**src/rtl/bit_synchronizer.sv**
```systemverilog
`default_nettype none
// ============================================================================
// Module   : bit_synchronizer
// Purpose  : Per-bit multi-flop synchronizer. Each bit of ASYNC passes through
//            its own chain of NUM_STAGES flops clocked by CLK, bringing
//            quasi-static or single-bit-changing control signals from a
//            foreign clock domain into the CLK domain. Bits are synchronized
//            independently; there is no bus-level coherency.
// Ports    : CLK   in   1          destination clock, rising edge
//            RST   in   1          asynchronous active-high reset, clears all
//                                  stages immediately
//            ASYNC in   BUS_WIDTH  asynchronous input bits
//            SYNC  out  BUS_WIDTH  synchronized bits (last stage of each chain)
// Revision : 1.0 - initial release
// ============================================================================
module bit_synchronizer #(
  parameter int NUM_STAGES = 3,
  parameter int BUS_WIDTH  = 3
) (
  input  logic                 CLK,
  input  logic                 RST,
  input  logic [BUS_WIDTH-1:0] ASYNC,
  output logic [BUS_WIDTH-1:0] SYNC
);

  generate
    if (NUM_STAGES < 2 || BUS_WIDTH < 1) begin : g_param_error
      // Fewer than two stages gives no metastability resolution time.
      $error("bit_synchronizer: NUM_STAGES must be >= 2 and BUS_WIDTH >= 1");
    end else begin : g_chains
      for (genvar i = 0; i < BUS_WIDTH; i++) begin : g_bit
        // stage[0] may go metastable; the remaining stages give it time to
        // resolve. Only the last stage leaves this module. The attribute keeps
        // the chain together as synchronizer cells (no retiming/merging).
        (* ASYNC_REG = "TRUE" *) logic [NUM_STAGES-1:0] stage;

        always_ff @(posedge CLK or posedge RST) begin
          if (RST) begin
            stage <= '0;
          end else begin
            stage <= {stage[NUM_STAGES-2:0], ASYNC[i]};
          end
        end

        // Output is a flop output with no logic in between.
        assign SYNC[i] = stage[NUM_STAGES-1];
      end
    end
  endgenerate

endmodule
`default_nettype wire

```
**config.mk**
```make
export PLATFORM = sky130hd
export DESIGN_NAME = bit_synchronizer
export DESIGN_NICKNAME = d
export VERILOG_FILES = /design/src/rtl/bit_synchronizer.sv
export SDC_FILE = /design/constraint.sdc
export NUM_CORES = 1
export LEC_CHECK = 0
export ABC_AREA = 1
export ABC_CLOCK_PERIOD_IN_PS = 1020
export BUFFER_PORTS_ARGS = -buffer_cell sky130_fd_sc_hd__buf_2
export CORE_AREA = 4 4 41 43
export CTS_CLUSTER_DIAMETER = 150
export DETAILED_ROUTE_END_ITERATION = 16
export DIE_AREA = 0 0 45 47
export GPL_TIMING_DRIVEN = 1
export PLACE_DENSITY_LB_ADDON = 0.05
export SLEW_MARGIN = 20
export SYNTH_ARGS = -nofsm -noshare
export SYNTH_HDL_FRONTEND = slang
export SYNTH_SLANG_ARGS = --single-unit
```
**constraint.sdc**
```tcl
create_clock -name CLK -period 1.02 [get_ports CLK]
set_input_delay 0.051 -clock CLK [delete_from_list [all_inputs] [get_ports CLK]]
set_output_delay 0.051 -clock CLK [all_outputs]
set_load 0.1 [all_outputs]
```
==> flow_summary.json <==
{
  "status": "finished clean",
  "seq_area_frac_synth_pct": 89.55,
  "clkSinkCount": 9,
  "layout_setup_ws_ns": 0.1500,
  "syn_to_final_growth_pct": 56.72,
  "dr.pass1.iters": 1,
  "synth_adder_area_share_pct": 0,
  "powerDensity_nw_per_um2": 1892,
  "top_regs": "g_chains.g_bit.stage x9",
  "htreeDepth": 1,
  "path_delay_family": "flip-flops",
  "final-setup-viol-count": 0,
  "rsz0062_at_grt": "no",
  "wl_per_cell_um": 8.000,
  "cpPeakStageDelay_ns": 0.39,
  "synth_xor_area_share_pct": 0,
  "drv_slew": 0,
  "cts_made_buffers": 3,
  "yosys_register_bits": 9,
  "largest_reg_flops": 9,
  "antenna_cells": 0,
  "fp.dieArea_um2": 2115,
  "min_period_over_period_pct": 85.29,
  "clk_pin_slew_worst_paths_ns": 0.06,
  "wirelength_um": 320,
  "fp-row-count": 13,
  "drt_first_iter_violations": 0,
  "r2r.worst_path.cells": 0,
  "gp_congestion": 0.5747,
  "fillers": 151,
  "via_per_inst": 3.000,
  "final.setup.tns_ns": 0,
  "regMostFlops": "g_chains.g_bit.stage",
  "path_cells": "buf_12",
  "worstMarginPinSlew_ns": 0.3407,
  "final_cell_mix": "dfrtp_1, dlygate4sd3_1, buf_2",
  "grt_util_all_layers_pct": 4.317,
  "final_hold_viol_count": 0,
  "synth_top_family_by_area": "buffers and inverters",
  "drv_cap": 0,
  "start_util_pct": 19.33,
  "synth_simple_gate_area_share_pct": 0,
  "clockBufferDepth": 2,
  "worstPathMaxFanout": 1,
  "muxShareOfSynthArea_pct": 0,
  "period_needed_ns": 0.8700,
  "cp.required_ns": 0.97,
  "p_leak_uw": 0.0001858,
  "worstSetupStartpointType": "flip-flop",
  "ant_nets": 0,
  "dp_slack_ns": 0.4202,
  "relSlewSlack_pct": 77.26,
  "min_path_type": "primary input to async pin",
  "cp.arrival_ns": 0.82,
  "grt_pass1_wl_um": 565,
  "dpl_cell_area_um2": 327.8,
  "synth_cells": 13,
  "clockRootBuffer": "clkbuf_4",
  "port_buffers": 7,
  "critPathBufInv": 1,
  "worstSkewPairLatency_ns": 0.25,
  "worst-path-stages": 1,
  "critical_path_class": "flip-flop to output pin",
  "yosys_warnings": 0,
  "ir_drop_mv": 0.6131,
  "die_h_um": 47,
  "comb.multi_input.count": 0,
  "die_w_um": 45,
  "grt_pass1_vias": 148,
  "syn_area_um2": 251.5,
  "cts_tree": "built",
  "synth-compound-area-share_pct": 0,
  "vias": 120,
  "fmax_mhz": 1149,
  "cpMaxStageDelayCell": "dfrtp_1",
  "syn_area_per_cell_um2": 19.35,
  "drive_gt1_share_pct": 40.00,
  "grt_max_degree": 10,
  "final_nets": 31,
  "synth_cell_type_count": 3,
  "boundaryPins": 8,
  "fin_skew_ns": 0.003632,
  "multi_input_area_um2": 0,
  "fin_area_um2": 394.1,
  "final_common_cell": "dfrtp_1",
  "post-route-drc-count": 0,
  "grt_overflow": 0,
  "synth_nets": 18,
  "antenna_found_initial": 0,
  "cp-end-kind": "output pin",
  "coreArea_um2": 1301
}
-- stage by stage --
stage	util, %	hold WS (ns)	cells	power [uW]
2_1_floorplan	-	-0.1211	13	445.4
3_3_place_gp	25.19	0.01979	32	474.1
3_5_place_dp	25.19	0.02679	32	475.2
4_1_cts	30.29	0.3027	40	764.7
5_1_grt	30.29	0.3374	40	794.6
6_report	30.29	0.3035	40	745.5
-- synthesized netlist by cell type, drive strengths merged --
cell   count  area [um2]
buf        3       22.52
dfrtp      9       225.2
inv        1       3.750
-- kinds of logic after synthesis --
logic type / after synthesis
DFF: 9
buffers and inverters: 4
-- final timing paths --
path                                            start                    endpoint  slack [ns]
max                        g_chains.g_bit[1].stage[2]                     SYNC[1]        0.15
min                                               RST  g_chains.g_bit[1].stage[2]        0.30
max reg2reg                g_chains.g_bit[1].stage[0]  g_chains.g_bit[1].stage[1]        0.55
min reg2reg                g_chains.g_bit[0].stage[0]  g_chains.g_bit[0].stage[1]        0.35
max in group asynchronous                         RST  g_chains.g_bit[0].stage[1]        0.46
min in group CLK           g_chains.g_bit[0].stage[0]  g_chains.g_bit[0].stage[1]        0.35
-- timing repair --
item | in CTS | in global routing
hold buffers | 4 | 0
resized for setup | 0 | 0
endpoints found under the hold margin | 12 | 0
setup buffers | 0 | 0
-- report_power, final --
group          total [uW]  internal, uW  switching, uW
registers             382           375           7.23
logic                96.8          38.8           58.0
clock network         266           150            116
total                 745           564            181
-- area by class of cell --
| type | count | area (um2) | share of cell area [%] |
|---|---|---|---|
| clock buffers | 4 | 26.28 | 6.667 |
| inverters | 1 | 3.754 | 0.9524 |
| repair buffers | 11 | 120.1 | 30.48 |
| flip-flops and latches | 9 | 225.2 | 57.14 |
| well taps | 15 | 18.77 | 4.762 |
-- per-layer routing --
layer	GRT usage, %	up-vias	wire (um)
met4	5.263	0	0
met2	5.085	7	152
met3	3.448	0	43
met5	0	-	0
li1	-	59	-
met1	4.235	54	124
Note: power is estimated with default switching activity, not from simulation.
